## src/rtl/fib_bcd.sv

```systemverilog
// Sequential double-dabble binary-to-BCD converter fed by the Fibonacci generator stage.
// Define FIB_BCD_CHANGE_DETECT_EN to also start a conversion whenever `in` differs from the last captured value.
module fib_bcd #(
    parameter int WIDTH  = 4,
    parameter int DIGITS = 2
) (
    input  logic                  clk,
    input  logic                  rst_n,
    input  logic [WIDTH-1:0]      in,
    input  logic                  in_valid,
    output logic [4*DIGITS-1:0]   bcd,
    output logic                  busy,
    output logic                  done,
    output logic                  drop
);

    localparam int CW = $clog2(WIDTH + 1);

    typedef enum logic [1:0] {
        IDLE  = 2'd0,
        SHIFT = 2'd1,
        LOAD  = 2'd2
    } state_t;

    // Add 3 to each digit >= 5 so the following left shift carries correctly into the next digit.
    function automatic logic [4*DIGITS-1:0] add3_digits(input logic [4*DIGITS-1:0] s);
        logic [4*DIGITS-1:0] r;
        r = s;
        for (int k = 0; k < DIGITS; k++) begin
            if (s[4*k +: 4] >= 4'd5) begin
                r[4*k +: 4] = s[4*k +: 4] + 4'd3;
            end else begin
                r[4*k +: 4] = s[4*k +: 4];
            end
        end
        return r;
    endfunction

    state_t                r_state;
    logic [WIDTH-1:0]      r_shreg;
    logic [4*DIGITS-1:0]   r_scratch;
    logic [4*DIGITS-1:0]   r_bcd;
    logic [CW-1:0]         r_cnt;
    logic                  r_done;
    logic                  r_drop;
    logic                  w_start;
    logic [4*DIGITS-1:0]   w_adj;
    logic [4*DIGITS-1:0]   w_next_scratch;

`ifdef FIB_BCD_CHANGE_DETECT_EN
    logic [WIDTH-1:0]      r_last;
    assign w_start = in_valid | (in != r_last);
`else
    assign w_start = in_valid;
`endif

    // The digit shifted out of the top of the scratch register is discarded, keeping the lower digits exact.
    assign w_adj          = add3_digits(r_scratch);
    assign w_next_scratch = (4*DIGITS)'({w_adj, r_shreg[WIDTH-1]});

    // Conversion sequencer: capture, WIDTH shift steps, then a single load of the finished result.
    always_ff @(posedge clk or negedge rst_n) begin
        if (!rst_n) begin
            r_state   <= IDLE;
            r_shreg   <= '0;
            r_scratch <= '0;
            r_bcd     <= '0;
            r_cnt     <= '0;
            r_done    <= 1'b0;
            r_drop    <= 1'b0;
`ifdef FIB_BCD_CHANGE_DETECT_EN
            r_last    <= '0;
`endif
        end else begin
            r_done <= 1'b0;
            r_drop <= 1'b0;
            case (r_state)
                IDLE: begin
                    if (w_start) begin
                        r_shreg   <= in;
                        r_scratch <= '0;
                        r_cnt     <= CW'(WIDTH);
                        r_state   <= SHIFT;
`ifdef FIB_BCD_CHANGE_DETECT_EN
                        r_last    <= in;
`endif
                    end else begin
                        r_state   <= IDLE;
                    end
                end
                SHIFT: begin
                    r_drop    <= w_start;
                    r_scratch <= w_next_scratch;
                    r_shreg   <= r_shreg << 1;
                    r_cnt     <= r_cnt - CW'(1);
                    r_state   <= (r_cnt == CW'(1)) ? LOAD : SHIFT;
                end
                LOAD: begin
                    r_drop  <= w_start;
                    r_bcd   <= r_scratch;
                    r_done  <= 1'b1;
                    r_state <= IDLE;
                end
                default: begin
                    r_state <= IDLE;
                end
            endcase
        end
    end

    assign bcd  = r_bcd;
    assign busy = (r_state != IDLE);
    assign done = r_done;
    assign drop = r_drop;

endmodule

```

## config.mk

```make
export PLATFORM = sky130hd
export DESIGN_NAME = fib_bcd
export DESIGN_NICKNAME = d
export VERILOG_FILES = /design/src/rtl/fib_bcd.sv
export SDC_FILE = /design/constraint.sdc
export NUM_CORES = 1
export LEC_CHECK = 0
export ABC_AREA = 0
export CAP_MARGIN = 20
export CORE_UTILIZATION = 50
export CTS_CLUSTER_DIAMETER = 30
export CTS_CLUSTER_SIZE = 24
export DETAILED_ROUTE_END_ITERATION = 10
export PLACE_DENSITY = 0.7
export SETUP_SLACK_MARGIN = 0.2
export SLEW_MARGIN = 5
export SYNTH_ARGS = -nofsm -noshare
export SYNTH_HDL_FRONTEND = slang
export SYNTH_SLANG_ARGS = --single-unit
```

## constraint.sdc

```tcl
create_clock -name clk -period 1.6 [get_ports clk]
set_input_delay 0.24 -clock clk [delete_from_list [all_inputs] [get_ports clk]]
set_output_delay 0.24 -clock clk [all_outputs]
set_load 0.01 [all_outputs]
```

==> out/qor_table.md, run 1 <==
| Parameter | Reported |
| --- | --- |
| Syn Std Cell Area | 0.00132 mm^2 |
| CP endpoint kind | flip-flop |
| Core area | 0.00248 mm^2 |
| Sequential standard cell area | 676 um^2 |
| Peak VDD IR | 1.67 mV |
| Worst setup skew after layout | 0.00337 ns |
| Number of flops mapped to enable cells by yosys | 0 |
| Number of nets in the synthesized netlist | 139 |
| Longest Clk Path Bufs | 2 |
| Pins over their slew limit | 0 |
| First-pass GRT wire length | 4330 um |
| Remaining max-slew budget at the tightest pin | 0.766 |
| Grt total ovfl | 0 |
| Area fraction of the dominant cell type after synthesis | 0.511 |
| Inserted Clock Buffers | 3 |
| Total routing resource utilization after global routing | 0.211 |
| Worst hold slack across all endpoints | 0.272 ns |
| Post-detailed-route via-to-cell ratio | 5.25 |
| Die boundary width | 53.4 um |
| Clock tree from TritonCTS | yes |
| Pin count of the biggest net entering global routing | 28 |
| Cell Rows | 18 |
| DIE AREA | 0.00285 mm^2 |
| Clock insertion delay at the later pin of the skew report | 0.32 ns |
| Startpoint type of the worst setup path | flip-flop |
| Clk slew on worst S/H paths | 0.14 ns |
| Library cell used as clock root buffer | sky130_fd_sc_hd__clkbuf_4 |
| YS warnings | 0 |
| Post-synth ARST share | 1.00 |
| Iteration-0 DRC Markers | 19 |
| Routed wirelength normalized by instance count | 14.6 um |
| Count of input and output buffers | 17 |
| Area growth from synthesis to layout | 44.8% |
| Die Height | 53.4 um |
| Fmax | 700 MHz |
| Final Wtd Congestion | 0.787 |
| Total iterations of the first detailed-routing run | 4 |
| Biggest area consumer among synthesized cells | sky130_fd_sc_hd__dfrtp_1 |
| CTS H-Tree Depth | 1 |
| Placed wire-length estimate | 1750 um |
| Final net count | 182 |
| FF-to-FF path depth | 5 |
| Remaining antenna violation count after routing | 0 |
| Top fanout value on the critical path | 10 |
| Share of post-route cells with drive strength above 1 | 0.442 |
| Number of distinct library cells after synthesis | 24 |
| Residual DRC count | 0 |
| Result of the run | completed |
| List of most frequent post-synthesis cells | 27 x sky130_fd_sc_hd__dfrtp_1, 16 x sky130_fd_sc_hd__nand2_1, 11 x sky130_fd_sc_hd__o21ai_0, 10 x sky130_fd_sc_hd__inv_1 |
| Proportion of synthesized chip area in sequential cells | 0.511 |
| Most instantiated flip-flop cell in the synthesis netlist | sky130_fd_sc_hd__dfrtp_1 |
| Cells after synthesis | 123 |
| Total count of hold-check failures in the final report | 0 |
| Area of the multi-input gates | 732 um^2 |
| Required time of the worst setup path | 1.85 ns |
| Setup-failing EPs final | 0 |
| Vias in the first global route | 958 |
| Total I/O pin count | 18 |
| Top area cells in the synthesized netlist | sky130_fd_sc_hd__dfrtp_1 51%, sky130_fd_sc_hd__ha_1 8.5%, sky130_fd_sc_hd__mux2_2 6.8%, sky130_fd_sc_hd__nand2_1 4.5%, sky130_fd_sc_hd__o21ai_0 4.2% |
| Post-layout minimum cycle time | 1.43 ns |
| RSZ-0062 raised after global routing | true |
| Count of state elements after synthesis | 27 |
| Max Cap Violations | 0 |
| CTS hold repair buffers | 0 |
| Number of fill cells in the layout | 168 |
| Cell with the biggest individual delay on the critical path | sky130_fd_sc_hd__dfrtp_1 |
| Most used standard cell by instance count after synthesis | sky130_fd_sc_hd__dfrtp_1 |
| Tightest Hold Check Type | input port to asynchronous set/reset pin |
| Leakage power summed over all cells | 0.928 nW |
| Period utilization | 0.893 |
| Type of the worst setup path | flip-flop to flip-flop |
| Number of clock sinks | 27 |
| Pwr Density | 2040 mW/mm^2 |
| Synthesized area divided by synthesized cell count | 10.7 um^2 |
| Critical path arrival | 1.68 ns |
| Sequence of cells on the critical path | inv_2 -> ha_2 -> buf_8 -> clkinvlp_4 -> o31ai_4 |
| Slew of the pin with the lowest slew margin | 0.351 ns |
| Overall Power | 0.00390 W |
| Peak per-stage delay on the critical path | 0.42 ns |
| Number of antenna diodes | 0 |
| Routed WL | 2850 um |
| Total number of vias | 1023 |
| Initial standard-cell utilization of the core | 0.533 |
| Number of antenna violations at the first check in global routing | 0 |
==> worst max-delay path: cells and delay by family (launching register included) <==
kind,cells,cell delay [ns]
buffers and inverters,3,0.43
DFF,1,0.42
AOI/OAI and AO/OA,1,0.27
adders and majority gates,1,0.23
==> registers in the layout, summed over array words and instances (netlist names) <==
register   count
bcd            8
r_cnt          3
done           1
r_state        2
r_shreg        4
drop           1
r_scratch      8
==> routing by layer <==
layer	GRT usage	up-vias	part of all wire
li1	-	501	-
met1	0.269	500	0.46
met2	0.365	14	0.49
met3	0.0345	8	0.021
met4	0.0570	0	0.025
met5	0	-	0
==> cell families after synthesis <==
logic type / synth area share
buf+inv: 0.0445
mux: 0.0833
compound gates: 0.129
simple gates: 0.134
fa+ha+maj: 0.0852
xor+xnor: 0.0133
flops: 0.511
==> layout by cell type, fill, tap and decap left out, drive strengths merged, types with 6 or more instances in the layout <==
cell | netlist | final
a21oi | 9 | 9
buf | 3 | 23
clkbuf | 0 | 6
clkdlybuf4s50 | 0 | 6
dfrtp | 27 | 27
dlygate4sd2 | 0 | 10
ha | 9 | 9
inv | 10 | 9
mux2 | 8 | 8
nand2 | 16 | 16
o21ai | 13 | 13
==> power by group <==
| part | switching, W | internal (W) | total [W] |
|---|---|---|---|
| combinational | 0.00110 | 0.00136 | 0.00245 |
| clock | 0.000194 | 0.0000975 | 0.000292 |
| sequential | 0.000216 | 0.000940 | 0.00116 |
==> layout make-up <==
cell class	instances	share of cell area
multi-input cells	83	0.383
flip-flops and latches	27	0.353
repair buffers	41	0.209
inverters	10	0.0216
well taps	30	0.0196
clock buffers	4	0.0137
==> worst paths after layout <==
| kind | end | start | slack, ns |
|---|---|---|---|
| worst max-delay path | r_cnt[1] | r_state[1] | 0.17 |
| worst min-delay path | r_scratch[7] | rst_n | 0.27 |
| worst max register to register | r_cnt[1] | r_state[1] | 0.17 |
| worst min register to register | r_shreg[2] | r_shreg[2] | 0.50 |
| max in group asynchronous | r_scratch[2] | rst_n | 1.07 |
| min in group clk | r_shreg[2] | r_shreg[2] | 0.50 |
==> timing repair <==
action,CTS,global route
cloned,1,0
buffers inserted,8,2
pin swaps,3,9
setup endpoints to repair,26,24
resized for setup,36,32
==> metrics by stage <==
step                utilization  instance area, um^2  setup TNS [ns]  std cells  worst slack, ns
finish                    0.772                 1910               0        195            0.172
global route              0.772                 1910               0        195            0.128
CTS                       0.721                 1790               0        193            0.106
detailed placement        0.648                 1610        -0.00676        180         -0.00617
global placement          0.648                 1610               0        180           0.0505
floorplan                     -                 1320               0        123            0.238
No activity file was read; power rests on OpenSTA's default activity.
==> inputs of run 2 (changes only) <==
==> constraint.sdc (replaced) <==
create_clock -name clk -period 1.6 [get_ports clk]
set_input_delay 0.24 -clock clk [delete_from_list [all_inputs] [get_ports clk]]
set_output_delay 0.24 -clock clk [all_outputs]
set_load 0.005 [all_outputs]
==> run 2 against run 1 <==
Flip-flop and latch count is the same. Worst hold slack lost 0.0084 ns. Clock skew grew 0.00071 ns. Register-to-register slack lost 0.08 ns. Highest routed layer unchanged. Non-clock buffer count grew 5. Wire length grew 20%. Clock power grew 7.9%. Sequential power is essentially flat.
==> out/qor_table.md, run 2 (synthesized netlist as in run 1, its figures left out) <==
| Parameter | Reported | vs previous |
| --- | --- | --- |
| Result of the run | completed |  |
| Sequential standard cell area | 676 um^2 | unchanged |
| Leakage power summed over all cells | 0.939 nW | +1.2% |
| Top fanout value on the critical path | 3 | -7 |
| Max Cap Violations | 0 | unchanged |
| End-of-flow core utilization | 0.791 | +0.0192 |
| Die Height | 53.4 um | unchanged |
| Most frequent standard cell in the layout excluding fill and tap cells | sky130_fd_sc_hd__dfrtp_1 |  |
| DIE AREA | 0.00285 mm^2 | unchanged |
| Pwr Density | 2050 mW/mm^2 | +0.43% |
| Placed wire-length estimate | 1800 um | +2.8% |
| Setup WS post-layout | 0.0888 ns | -0.0828 ns |
| Inserted Clock Buffers | 3 | unchanged |
| Longest Clk Path Bufs | 2 | unchanged |
| RSZ-0062 raised after global routing | true |  |
| Remaining max-slew budget at the tightest pin | 0.764 | -0.00147 |
| CP endpoint kind | flip-flop |  |
| Worst setup skew after layout | 0.00408 ns | +0.000709 ns |
| Count of input and output buffers | 17 | unchanged |
| Final Wtd Congestion | 0.775 | -1.5% |
| Internal power component | 0.00243 W | +1.5% |
| Commonest non-fill, non-tap cells in the layout | 27 x sky130_fd_sc_hd__dfrtp_1, 22 x sky130_fd_sc_hd__buf_4, 15 x sky130_fd_sc_hd__nand2_1 |  |
| Number of antenna diodes | 0 | unchanged |
| Critical path arrival | 1.76 ns | +0.08 ns |
| Logic pwr share | 0.633 | +0.004 |
| Startpoint type of the worst setup path | flip-flop |  |
| Total routing resource utilization after global routing | 0.244 | +0.0330 |
| Total number of vias | 1101 | +7.6% |
| Worst Path Buf+Inv | 2 | -1 |
| Cell Rows | 18 | unchanged |
| Tightest Hold Check Type | input port to asynchronous set/reset pin |  |
| Total iterations of the first detailed-routing run | 4 | unchanged |
| Core area | 0.00248 mm^2 | unchanged |
| Number of fill cells in the layout | 157 | -6.5% |
| Post-layout minimum cycle time | 1.51 ns | +0.0828 ns |
| CTS H-Tree Depth | 1 | unchanged |
| Setup-failing EPs final | 0 | unchanged |
| CTS hold repair buffers | 0 | unchanged |
| Initial standard-cell utilization of the core | 0.533 | unchanged |
| Clk network pwr share | 0.078 | +0.003 |
| Slew of the pin with the lowest slew margin | 0.354 ns | +0.00221 ns |
| Peak per-stage delay on the critical path | 0.43 ns | about the same |
| Number of antenna violations at the first check in global routing | 0 | unchanged |
| Post-detailed-route via-to-cell ratio | 5.48 | +4.4% |
| Peak VDD IR | 1.41 mV | -16% |
| Residual DRC count | 0 | unchanged |
| Type of the worst setup path | flip-flop to flip-flop |  |
| Switching Power | 0.00159 W | +5.2% |
| First-pass GRT wire length | 4890 um | +13% |
| Cell with the biggest individual delay on the critical path | sky130_fd_sc_hd__dfrtp_1 |  |
| Vias in the first global route | 1097 | +15% |
| Remaining antenna violation count after routing | 0 | unchanged |
| Required time of the worst setup path | 1.84 ns | about the same |
| Worst setup slack before clock tree synthesis | -0.0177 ns | -0.0115 ns |
| Clock insertion delay at the later pin of the skew report | 0.33 ns | about the same |
| Fmax | 662 MHz | -5.5% |
| Sequence of cells on the critical path | inv_2 -> ha_1 -> nand2b_4 -> a21oi_2 -> buf_4 -> nand2b_1 -> a22o_2 |  |
| Die boundary width | 53.4 um | unchanged |
| Sequential group share of total power | 0.289 | -0.007 |
| Final net count | 188 | +3.3% |
| Clock tree from TritonCTS | yes |  |
| Library cell used as clock root buffer | sky130_fd_sc_hd__clkbuf_4 |  |
| Period utilization | 0.944 | +0.0517 |
| Total I/O pin count | 18 | unchanged |
| Clk slew on worst S/H paths | 0.16 ns | +0.02 ns |
| Switching share of power | 0.395 | +0.00864 |
| Total count of hold-check failures in the final report | 0 | unchanged |
| Family of cells with the greatest summed delay on the critical path | flip-flops |  |
| Pin count of the biggest net entering global routing | 28 | unchanged |
| Iteration-0 DRC Markers | 36 | +17 |
| Area growth from synthesis to layout | 48.4% |  |
| Pins over their slew limit | 0 | unchanged |
| Total negative setup slack | 0 ns | unchanged |
| Share of post-route cells with drive strength above 1 | 0.450 | +0.00787 |
| Routed WL | 3420 um | +20% |
| Number of clock sinks | 27 | unchanged |
| Area of the multi-input gates | 751 um^2 | +2.6% |
| Routed wirelength normalized by instance count | 17.0 um | +16% |
| Grt total ovfl | 0 | unchanged |
==> run 2: area by class of cell <==
class                   instances  area share
multi-input cells              84       0.383
well taps                      30      0.0191
repair buffers                 46       0.217
clock inverters                 1     0.00255
flip-flops and latches         27       0.345
inverters                      10      0.0223
clock buffers                   3      0.0115
==> run 2: metrics by stage <==
step	cells	hold WS [ns]	power [W]	area, um^2
6_report	201	0.264	0.00401	1960
3_3_place_gp	177	0.462	0.00256	1580
4_1_cts	195	0.269	0.00333	1780
3_5_place_dp	177	0.477	0.00265	1580
5_1_grt	201	0.288	0.00428	1960
2_1_floorplan	123	-0.0556	0.00206	1320
==> run 2: worst paths after layout <==
kind / startpoint / endpoint / slack, ns / cells after the start
worst min register to register: r_cnt[1] / r_cnt[1] / 0.51 / 2
worst max register to register: r_scratch[1] / r_scratch[2] / 0.09 / 7
worst max-delay path: r_scratch[1] / r_scratch[2] / 0.09 / 7
min in group clk: r_cnt[1] / r_cnt[1] / 0.51 / 2
max in group asynchronous: rst_n / r_shreg[3] / 1.08 / 2
worst min-delay path: rst_n / r_scratch[6] / 0.26 / 2
==> run 2: timing repair <==
item | in CTS | in global routing
resized for setup | 36 | 29
gates cloned | 1 | 1
pin swaps | 4 | 7
setup endpoints to repair | 34 | 24
buffers inserted | 13 | 5
==> run 2: layer usage <==
| layer | part of all wire | track usage | vias up |
|---|---|---|---|
| met4 | 0.011 | 0.114 | 0 |
| met2 | 0.54 | 0.423 | 27 |
| met5 | 0 | 0 | - |
| met3 | 0.032 | 0.0374 | 6 |
| met1 | 0.42 | 0.293 | 547 |
| li1 | - | - | 521 |
==> run 2: power by group through the flow <==
| stage | Sequential (W) | Clock, W | Combinational (W) |
|---|---|---|---|
| floorplan | 0.00111 | 0 | 0.000952 |
| global placement | 0.00113 | 0 | 0.00143 |
| detailed placement | 0.00114 | 0 | 0.00151 |
| CTS | 0.00112 | 0.000306 | 0.00190 |
| global route | 0.00119 | 0.000342 | 0.00275 |
| finish | 0.00116 | 0.000315 | 0.00254 |
==> run 2: worst reg2reg max path, delay by kind of cell, from the launching register on <==
kind / cells / cell delay [ns]
flops: 1 / 0.43
simple gates: 2 / 0.28
fa+ha+maj: 1 / 0.17
compound gates: 2 / 0.30
buf+inv: 2 / 0.25
